`config.mk`:
```
export PLATFORM = sky130hd
export DESIGN_NAME = systolic_feeder
export DESIGN_NICKNAME = d
export VERILOG_FILES = /design/src/rtl/systolic_feeder.sv
export SDC_FILE = /design/constraint.sdc
export NUM_CORES = 1
export LEC_CHECK = 0
export CORE_UTILIZATION = 25
export DETAILED_ROUTE_END_ITERATION = 10
export PLACE_DENSITY_LB_ADDON = 0.08
export SLEW_MARGIN = 25
export SYNTH_ARGS = -nofsm -noshare
export SYNTH_HDL_FRONTEND = slang
export SYNTH_SLANG_ARGS = --single-unit
```
`constraint.sdc`:
```
create_clock -name clk -period 2.75 [get_ports clk]
set_clock_uncertainty 0.2 [all_clocks]
set_input_delay 0.825 -clock clk [delete_from_list [all_inputs] [get_ports clk]]
set_output_delay 0.825 -clock clk [all_outputs]
set_load 0.005 [all_outputs]
```
`src/rtl/systolic_feeder.sv`:
```
// systolic_feeder: accepts activation rows over valid/ready and presents them
// diagonally skewed to the systolic array (column j lags column 0 by j cycles).
// It also generates the per-burst sign window and the result_valid/result_last
// strobes that line up with the array's result rows.
module systolic_feeder #(
   parameter int MATRIX_WIDTH = 4,
   parameter int RESULT_DELAY = MATRIX_WIDTH + 2
) (
   input  logic                          clk,
   input  logic                          rst,
   input  logic                          in_valid,
   output logic                          in_ready,
   input  logic [MATRIX_WIDTH-1:0][7:0]  in_data,
   input  logic                          in_signed,
   input  logic                          in_last,
   output logic [MATRIX_WIDTH-1:0][7:0]  systolic_data,
   output logic                          systolic_signed,
   output logic                          result_valid,
   output logic                          result_last,
   output logic                          busy
);

   localparam int CW = $clog2(MATRIX_WIDTH + 1);

   typedef enum logic [1:0] {
      S_IDLE   = 2'd0,
      S_STREAM = 2'd1,
      S_DRAIN  = 2'd2
   } state_t;

   state_t              state_q, state_d;
   logic [CW-1:0]       drain_q, drain_d;
   logic                sign_q;
   logic [CW-1:0]       win_q;
   logic [MATRIX_WIDTH-1:0] occ_q;
   logic [RESULT_DELAY:0]   tag_v_q;
   logic [RESULT_DELAY:0]   tag_l_q;

   logic accept;
   logic first_row;

   assign accept    = in_valid && in_ready;
   // A row accepted while idle is always the first row of a new burst.
   assign first_row = accept && (state_q == S_IDLE);

   // State register and drain down-counter.
   always_ff @(posedge clk) begin
      if (rst) begin
         state_q <= S_IDLE;
         drain_q <= '0;
      end else begin
         state_q <= state_d;
         drain_q <= drain_d;
      end
   end

   // Next-state logic: the last row of a burst starts the drain period that
   // keeps the next burst's sign window from overlapping this one.
   always_comb begin
      state_d = state_q;
      drain_d = drain_q;
      case (state_q)
         S_IDLE, S_STREAM: begin
            if (accept) begin
               if (in_last) begin
                  if (MATRIX_WIDTH > 1) begin
                     state_d = S_DRAIN;
                     drain_d = CW'(MATRIX_WIDTH - 1);
                  end else begin
                     state_d = S_IDLE;
                  end
               end else begin
                  state_d = S_STREAM;
               end
            end
         end
         S_DRAIN: begin
            drain_d = drain_q - CW'(1);
            if (drain_q <= CW'(1)) begin
               state_d = S_IDLE;
               drain_d = '0;
            end
         end
         default: begin
            state_d = S_IDLE;
            drain_d = '0;
         end
      endcase
   end

   // Sign latch and window counter: armed by the first row, open for
   // MATRIX_WIDTH cycles starting the cycle after acceptance.
   always_ff @(posedge clk) begin
      if (rst) begin
         sign_q <= 1'b0;
         win_q  <= '0;
      end else if (first_row) begin
         sign_q <= in_signed;
         win_q  <= CW'(MATRIX_WIDTH);
      end else if (win_q != '0) begin
         win_q  <= win_q - CW'(1);
      end
   end

   // Skew chains: column gi passes through gi+1 registers, so it appears
   // gi+1 cycles after acceptance. Idle cycles inject zeros.
   generate
      for (genvar gi = 0; gi < MATRIX_WIDTH; gi++) begin : g_skew
         logic [7:0] chain_q [gi+1];

         // Shift the column chain every cycle.
         always_ff @(posedge clk) begin
            if (rst) begin
               for (int k = 0; k <= gi; k++) chain_q[k] <= '0;
            end else begin
               chain_q[0] <= accept ? in_data[gi] : 8'd0;
               for (int k = 1; k <= gi; k++) chain_q[k] <= chain_q[k-1];
            end
         end

         assign systolic_data[gi] = chain_q[gi];
      end
   endgenerate

   // Occupancy of the skew chains, tracked separately because real data
   // may legitimately be zero.
   always_ff @(posedge clk) begin
      if (rst) begin
         occ_q <= '0;
      end else begin
         occ_q[0] <= accept;
         for (int k = 1; k < MATRIX_WIDTH; k++) occ_q[k] <= occ_q[k-1];
      end
   end

   // Result tag pipeline: one (valid, last) slot per cycle, delayed so the
   // strobe coincides with the array's result row.
   always_ff @(posedge clk) begin
      if (rst) begin
         tag_v_q <= '0;
         tag_l_q <= '0;
      end else begin
         tag_v_q[0] <= accept;
         tag_l_q[0] <= accept && in_last;
         for (int k = 1; k <= RESULT_DELAY; k++) begin
            tag_v_q[k] <= tag_v_q[k-1];
            tag_l_q[k] <= tag_l_q[k-1];
         end
      end
   end

   // Output decode from state and pipeline contents.
   always_comb begin
      in_ready        = 1'b0;
      busy            = 1'b0;
      systolic_signed = 1'b0;
      result_valid    = 1'b0;
      result_last     = 1'b0;
      in_ready        = !rst && (state_q != S_DRAIN);
      busy            = (state_q != S_IDLE) || (|occ_q) || (|tag_v_q);
      systolic_signed = sign_q && (win_q != '0);
      result_valid    = tag_v_q[RESULT_DELAY];
      result_last     = tag_v_q[RESULT_DELAY] && tag_l_q[RESULT_DELAY];
   end

endmodule
```
### Word-level counts from Yosys, hierarchy flattened

Memory sizes are Yosys's and may differ from the RTL's.
Cells that the tools add are included.

| operators by class | value |
|---|---|
| equal/unequal tests | 6 |
| bitwise operators | 9 |
| $lt $le $gt $ge | 1 |
| add/sub/neg operators | 2 |
| multiplexer cells | 28 |
| reductions and logical operators | 20 |

Operators by type and width:

| cell | count |
|---|---|
| 2-to-1 mux 8 bit | 14 |
| 2-to-1 mux 3 bit | 5 |
| bitwise OR 1 bit | 9 |
| inequality test 2 bit, second input constant | 4 |
| OR reduction 8 bit | 1 |
| OR reduction 7 bit | 1 |
| logical AND 1 bit | 6 |
| 2-to-1 mux 2 bit | 3 |
| case mux 3 bit (2 select lines) | 1 |
| subtractor 3 x 1 -> 3 bit, second input constant | 2 |
| 2-to-1 mux 1 bit | 4 |
| case mux 2 bit (2 select lines) | 1 |
| AND reduction 2 bit | 2 |
| nonzero test 2 bit | 2 |
| OR reduction 2 bit | 2 |
| OR reduction 4 bit | 1 |
| less-or-equal comparator 3 x 1 -> 1 bit, second input constant | 1 |
| nonzero test 3 bit | 1 |
| equality test 2 x 1 -> 1 bit, second input constant | 1 |
| equality test 2 bit, second input constant | 1 |
| zero test 2 bit | 1 |
| logical OR 1 bit | 2 |
| zero test 1 bit | 1 |

| word-level totals | value |
|---|---|
| flip-flop bits (word level) | 27 |
| memories | 4 |
| memory bits (writable) | 80 |
| output and inout port bits | 37 |
| bits of input ports | 37 |

Memory list:

| memory | depth | width | rd ports | clocked after memory_dff | write ports | line | text |
|---|---|---|---|---|---|---|---|
| g_skew[3].chain_q | 4 | 8 | 4 | 0 | 4 | 109 | `logic [7:0] chain_q [gi+1];` |
| g_skew[2].chain_q | 3 | 8 | 3 | 0 | 3 | 109 |  |
| g_skew[1].chain_q | 2 | 8 | 2 | 0 | 2 | 109 |  |
| g_skew[0].chain_q | 1 | 8 | 1 | 0 | 1 | 109 |  |

### Logic depth before layout (Yosys ltp)

| logic depth | value |
|---|---|
| depth in word-level cells | 5 |
| depth in mapped cells | 7 |
| mapped depth without buffers | 7 |

### Worst setup path after synthesis

OpenSTA, ideal clock, no wires.

| path | value |
|---|---|
| path type | input to output |
| from | input port rst |
| to | output port in_ready |
| buffers on the path | 2 |
| setup slack | 0.387 ns |
| stages | 3 |
| arrival time | 1.338 ns |
| path through | buf_2 > buf_1 > nor2_1 |

| between the ends | value |
|---|---|
| cells in the longest elaborated chain, start to end | 2 |

Ends and longest elaborated chain:

| item | line | text |
|---|---|---|
| start: declaration | 10 | `input logic rst,` |
| zero test 1 bit | 159 | `in_ready = !rst && (state_q != S_DRAIN);` |
| logical AND 1 bit | 159 |  |
| end: declaration | 12 | `output logic in_ready,` |

No other way between the ends.

### Worst setup path after layout

| path | value |
|---|---|
| from | register state_q[1] |
| to | output port in_ready |

| between the ends | value |
|---|---|
| cells in the longest elaborated chain, start to end | 2 |

Ends and longest elaborated chain:

| item | line | text |
|---|---|---|
| start: declaration | 31 | `state_t state_q, state_d;` |
| start signal: assignment | 52 | `state_q <= state_d;` |
| inequality test 2 bit | 159 |  |
| logical AND 1 bit | 159 |  |

No other way between the ends.

==> results.json <==
{
  "final-seq-area_sq_um": 2060,
  "hold_buffers": 0,
  "period_share_pct": 93.9,
  "crit_fanout": 8,
  "synth_cells": 270,
  "syn_avg_cell_area_sq_um": 11.7,
  "rsz0062_at_grt": "no",
  "routed_wl_mm": 5.01,
  "ys_ff_latch": 103,
  "grt-ovfl-total": 0,
  "numCtsBuffers": 9,
  "wl_per_cell_microns": 9.99,
  "areaGrowthSynthToFinish_pct": 36.0,
  "ant_nets": 0,
  "synth_nets": 312,
  "coreArea_sq_um": 12200,
  "max-cap-violations": 0,
  "drv_slew": 0,
  "peakVddDrop_v": 0.000242,
  "drt_first_pass_iters": 4,
  "hp-class": "flip-flop to flip-flop",
  "track_usage_pct": 8.42,
  "place_hpwl_mm": 3.09,
  "tightest_slew_ns": 0.751,
  "p_leak_uw": 0.00169,
  "setup_tns_ns": 0,
  "drtIter0Drc": 29,
  "diodes": 0,
  "crit_required_ns": 1.73,
  "via_per_inst": 3.56,
  "synth_edf_count": 0,
  "synth_area_leaders": "dfxtp_1 65%, nor2b_1 12%, and2_1 6.7%",
  "setup_viol": 0,
  "die_x_microns": 114,
  "worstPathArrival_ns": 1.56,
  "syn_area_sq_um": 3160,
  "relSlewSlack_pct": 49.9,
  "cts.root.buffer_cell": "clkbuf_16",
  "finalCriticalPeriod_ns": 2.58,
  "antenna_found_initial": 0,
  "yosysTopAreaCellShare_pct": 65.2,
  "grt_pass1_wl_mm": 8.11,
  "crit_chain": "nor2b_4 -> nor2_1 -> clkdlybuf4s50_1",
  "whs_path_depth": 1,
  "clkLatencyLatePin_ns": 0.33,
  "synth-warning-count": 0,
  "via_count": 1789,
  "synth_most_common_cell": "dfxtp_1",
  "drive_gt1_share_pct": 7.19,
  "clock_sinks": 103,
  "critPathKind": "flip-flop to output port",
  "rows": 40,
  "place_congestion": 0.658,
  "num_io_pins": 74,
  "initial_core_util_pct": 26.0,
  "synthTopCellsByCount": "103 x dfxtp_1, 62 x nor2b_1, 34 x and2_1, 16 x buf_4, 7 x nor2_1",
  "seq_area_frac_synth_pct": 65.2,
  "die_h_microns": 114,
  "htree_levels": 3,
  "r2r_cells": 7,
  "status": "finished, final reports clean",
  "critPathBufInv": 1,
  "cts.clk_slew.worst_paths_ns": 0.07,
  "cts_tree": "done",
  "final.fill_count": 1187,
  "slowest_stage": "dfxtp_1",
  "power_uw": 3250,
  "clockBufferDepth": 2,
  "synthFlopType": "dfxtp_1",
  "die_area_sq_um": 13100,
  "grt_max_degree": 74,
  "hold_violations": 0,
  "fin_nets": 372,
  "synth_cell_types": 30,
  "yosys.area.top_type": "dfxtp_1",
  "grt_pass1_vias": 1667,
  "cp_top_family": "flip-flops",
  "crit_path_max_incr_delay_ns": 0.47,
  "cp_num_cells": 3,
  "power_density_nw_per_um2": 756,
  "multi_input_area_sq_um": 907,
  "max_freq_mhz": 387,
  "start_kind": "flip-flop",
  "drc": 0,
  "synth-async-reset-ratio_pct": 0,
  "worst_setup_path_end_kind": "output port",
  "io_buffers": 73
}
metrics by stage:
stage / cell area, sq um / instances / utilization (%) / setup slack, ns / hold slack (ns)
after floorplan: 3160 / 270 / - / 0.387 / 0.214
final: 4300 / 502 / 35.4 / 0.167 / 0.233
after global placement: 3940 / 487 / 32.4 / 0.203 / 0.216
after global routing: 4300 / 502 / 35.4 / 0.0619 / 0.249
after CTS: 4300 / 502 / 35.3 / 0.00870 / 0.236
after detailed placement: 3940 / 487 / 32.4 / 0.201 / 0.220
cell families (layout without fill, tap and decap cells):
group | count (synthesis) | in the layout | share of synthesized area (%)
and+or+nand+nor | 115 | 115 | 23.0
muxes | 1 | 1 | 0.316
DFF | 103 | 103 | 65.2
adders and majority gates | 5 | 5 | 1.98
AOI/OAI and AO/OA | 12 | 12 | 2.61
buffers and inverters | 33 | 97 | 6.61
xor gates and xnor gates | 1 | 1 | 0.277
worst reg2reg max path, cell delays in order (launching register included):
cell and delay, ns:
dfxtp_2 0.32, inv_1 0.06, ha_2 0.20, inv_1 0.05, ha_1 0.16, nor2b_1 0.12, a211oi_1 0.20, nor2_1 0.06
report_power, final:
group	leakage [uW]	internal, uW	switching [uW]
clock network	0.000169	934	514
logic	0.000679	140	94.2
registers	0.000840	1550	21.0
area by class of cell:
class	count	area share, %
Sequential cell	103	48.0
Multi-Input combinational cell	134	21.1
Timing Repair Buffer	76	17.5
Clock buffer	12	5.96
Tap cell	168	4.89
Clock inverter	3	2.09
Inverter	6	0.524
flip-flops by register name (all words and copies together), names as in the netlist:
name,count
occ_q,3
g_skew.chain_q,80
sign_q,1
state_q,2
drain_q,3
tag_l_q,7
win_q,3
tag_v_q,4
routing by layer:
layer | vias to the layer above | global-route usage [%] | wire length [microns]
met4 | 0 | 7.01 | 145
met2 | 44 | 12.7 | 2270
met3 | 9 | 2.86 | 257
li1 | 941 | - | -
met1 | 795 | 9.64 | 2340
met5 | - | 0 | 0
final timing paths:
check / from / endpoint / slack [ns]
min reg2reg: g_skew[1].chain_q[0][6] / g_skew[1].chain_q[0][14] / 0.23
max: state_q[1] / in_ready / 0.17
min: g_skew[1].chain_q[0][6] / g_skew[1].chain_q[0][14] / 0.23
max reg2reg: win_q[0] / win_q[2] / 1.25
cells in the final DEF, fill, tap and decap left out, drive strengths merged:
cell type,count
or3,2
xor2,1
clkdlybuf4s50,71
a211oi,1
buf,4
a21oi,4
nor3b,2
and2,34
a2111oi,1
dfxtp,103
nor4,1
nor3,3
ha,5
a41o,1
clkbuf,12
nand3,1
o21ai,2
inv,6
mux2i,1
o31ai,2
o21ba,1
dlymetal6s2s,1
nand3b,1
bufinv,3
and4b,1
nor2,7
nor2b,63
what timing repair did:
action                                  in CTS  in global routing
gates resized for setup                      4                  1
endpoints found under the setup margin       1                  1
setup buffers                                0                  0
(Power assumes the default switching activity.)
==> RTL change 1 (same flow settings) <==
The parameter `MATRIX_WIDTH` goes from 4 to 8.
--- a/src/rtl/systolic_feeder.sv
+++ b/src/rtl/systolic_feeder.sv
@@ -3,7 +3,7 @@
 // It also generates the per-burst sign window and the result_valid/result_last
 // strobes that line up with the array's result rows.
 module systolic_feeder #(
-   parameter int MATRIX_WIDTH = 4,
+   parameter int MATRIX_WIDTH = 8,
    parameter int RESULT_DELAY = MATRIX_WIDTH + 2
 ) (
    input  logic                          clk,
Ports: changed (resized in_data and systolic_data); port bits go from 74 to 138. No check against the original RTL was run, so the function may have changed too.
==> RTL change 1 against the original RTL <==
Final area grew to 2.8 times the old value; via count grew to 2.7 times the old value; sequential cell count is 218 higher; setup slack worse by 0.077 ns; wire length grew to 2.9 times the old value; first-iteration DRC count grew to 5.2 times the old value; total power grew to 3.1 times the old value; global-route usage is 0.58 points lower; die area grew to 2.9 times the old value; combinational power is 110% higher; utilization is 1.8 points lower; cell count grew to 2.7 times the old value; area after synthesis grew to 2.9 times the old value; register-to-register slack worse by 0.15 ns; largest cell class unchanged.
==> RTL change 1: results (changes against the original RTL) <==
* Wire per inst at 10.65 um (+6.6%)
* Clk slew on worst S/H paths at 0.05 ns (-0.02 ns)
* DP HPWL at 8.132 mm (+160%)
* Gr usage total at 0.07841 (-0.005802)
* Met2 WL post-DR at 5.811 mm (+160%)
* Clock Latency Late Sink at 0.51 ns (+0.18 ns)
* GR Layer Usage met3 at 0.04609 (+0.01751)
* Psw at 2061 uW (+230%)
* Share of layout cells above drive strength 1 at 0.07898 (+0.007120)
* Met1 Routed Length at 6.393 mm (+170%)
* Dominant cells by area after synthesis: dfxtp_1, nor2b_1, and2_1
* CP Launch Point: state_q[0]$_SDFFE_PP0P_
* Global-route wire length before repair at 23.61 mm (+190%)
* Clock tree buffer depth at 3 (+1)
* Initial antenna violation count at 3 (+3)
* Mux cell area share after synthesis at 0.002174 (-0.0009909)
* Syn_nets at 833 (+170%)
* Setup Buffers After CTS at 1 (+1)
* Fillers at 3619 (+200%)
* Fraction of area in registers at 0.5338 (+0.05405)
* Placed Area at 10800 um^2 (+170%)
* VDD IR max at 378.2 uV (+56%)
* Worst-path cell with the longest stage delay: clkdlybuf4s50_1
* Footprint of the multi-input gates at 2356 um^2 (+160%)
* FFs & Latches at 321 (+210%)
* Crit-path max FO at 6 (-2)
* Hold Path End: g_skew[7].chain_q[1][6]$_SDFF_PP0_
* Status: finished, final reports clean
[RTL change 1: changes by cell type after synthesis, sizes merged, moves of 4 or more]
cell	before	now
buf	22	47
clkbuf	5	22
nand2b	0	4
nor2b	63	247
o311ai	0	4
dfxtp	103	321
and2	34	66
[RTL change 1: metrics by stage]
| step | utilization | cells | setup WS, ns | hold WS [ns] | total power [uW] |
|---|---|---|---|---|---|
| 2_1_floorplan | - | 760 | 0.3160 | 0.2138 | 5187 |
| 3_3_place_gp | 0.3008 | 1295 | 0.1908 | 0.2153 | 5392 |
| 3_5_place_dp | 0.3008 | 1295 | 0.2000 | 0.2204 | 5395 |
| 4_1_cts | 0.3349 | 1359 | 0.01848 | 0.2270 | 10300 |
| 5_1_grt | 0.3352 | 1360 | 0.005791 | 0.2457 | 10590 |
| 6_report | 0.3352 | 1360 | 0.09005 | 0.2254 | 10090 |
==> RTL change 2 (config.mk and constraints unchanged) <==
Made on the original files. The 3 states of `state_t` get a one-hot encoding in 3 bits.
--- a/src/rtl/systolic_feeder.sv
+++ b/src/rtl/systolic_feeder.sv
@@ -22,10 +22,10 @@
 
    localparam int CW = $clog2(MATRIX_WIDTH + 1);
 
-   typedef enum logic [1:0] {
-      S_IDLE   = 2'd0,
-      S_STREAM = 2'd1,
-      S_DRAIN  = 2'd2
+   typedef enum logic [2:0] {
+      S_IDLE   = 3'b001,
+      S_STREAM = 3'b010,
+      S_DRAIN  = 3'b100
    } state_t;
 
    state_t              state_q, state_d;
Formal check against the unedited RTL: same outputs for any inputs over 10 cycles, from zero or initial values and one cycle with rst high; not proved beyond that.
==> RTL change 2 against the original RTL <==
Fmax down 1.2%; critical path type unchanged; non-clock buffer count increased by 4; setup slack got worse by 0.032 ns; wire length up 16%; critical path depth unchanged; final area increased by 3.4%; area after synthesis increased by 3.2%; highest routed layer unchanged; sequential cell count rose by 1; sequential share of layout area down 1.1 points; total power increased by 4.3%.
==> RTL change 2: results (changes against the original RTL) <==
* Fillers at 1305 (+9.9%)
* DP HPWL at 3.670 mm (+19%)
* Switch share at 0.2157 (+0.02214)
* Placed Cells at 508 (+4.3%)
* Syn_nets at 329 (+5.4%)
* Dominant cells by area after synthesis: dfxtp_1, nor2b_1, and3_1
* Worst setup margin at 0.1351 ns (-0.03203 ns)
* Crit path DAT at 1.59 ns (+0.03 ns)
* Multi-input logic portion of the cell area at 0.2232 (+0.01225)
* Leakage Power at 0.001804 uW (+6.9%)
* FF/Latch Area at 2083 um^2 (+0.97%)
* Bufs w/o clock at 80 (+5.3%)
* Clkbuf count at 10 (-2)
* Share of layout cells above drive strength 1 at 0.1023 (+0.03042)
* Logic power comb at 332 uW (+41%)
* Psw at 731.1 uW (+16%)
* CP Capture Point: busy
* Gpl congestion at 0.7229 (+9.8%)
* Reg2reg setup slack at 0.74 ns (-0.51 ns)
* Largest net degree at the start of global routing at 70 (-5.4%)
* Worst r2r dst: state_q[1]$_SDFFE_PP0P_
* Status: finished, final reports clean
* Non-filler cells, final at 524 (+4.4%)
* Initial drt markers at 97 (+230%)
* Clock tree cell share of total cell area at 0.07740 (-0.003194)
* Power share of the clock group at 0.430 (-0.016)
* Crit-path max FO at 6 (-2)
* Placed Area at 4078 um^2 (+3.6%)
* FFs & Latches at 104 (+0.97%)
* RR Startpoint: state_q[2]$_SDFFE_PP0P_
* Inverters at 9 (+3)
* Multi-input gate count at 143 (+6.7%)
* Max stage delay on crit path at 0.45 ns (-0.02 ns)
* Sequential fraction of the synthesis area at 0.6375 (-0.01435)
==> RTL change 2: cells by family after synthesis <==
logic type | Yosys count | share of synthesized area
compound gates | 19 | 0.04368
xor+xnor | 3 | 0.008047
fa+ha+maj | 5 | 0.01916
buf+inv | 40 | 0.06667
flops | 104 | 0.6375
mux | 1 | 0.003065
simple gates | 115 | 0.2218
==> RTL change 2: worst reg2reg max path, stage by stage (launching register included) <==
cell	delay, ns
dfxtp_1	0.49
or3b_1	0.66
and3_4	0.31
a2111oi_2	0.26
==> RTL change 2: timing repair <==
| item | CTS | global route |
|---|---|---|
| cloned | 0 | 0 |
| resized for setup | 5 | 1 |
| endpoints found under the setup margin | 2 | 1 |
| buffers inserted | 0 | 0 |
==> RTL change 2: per-layer routing <==
layer  wire length [um]  up-vias  global-route usage
met5                  0        -                   0
met4                183        0             0.07179
met3                442       12             0.03944
met2               2416       54              0.1416
met1               2770      900              0.1192
li1                   -     1037                   -
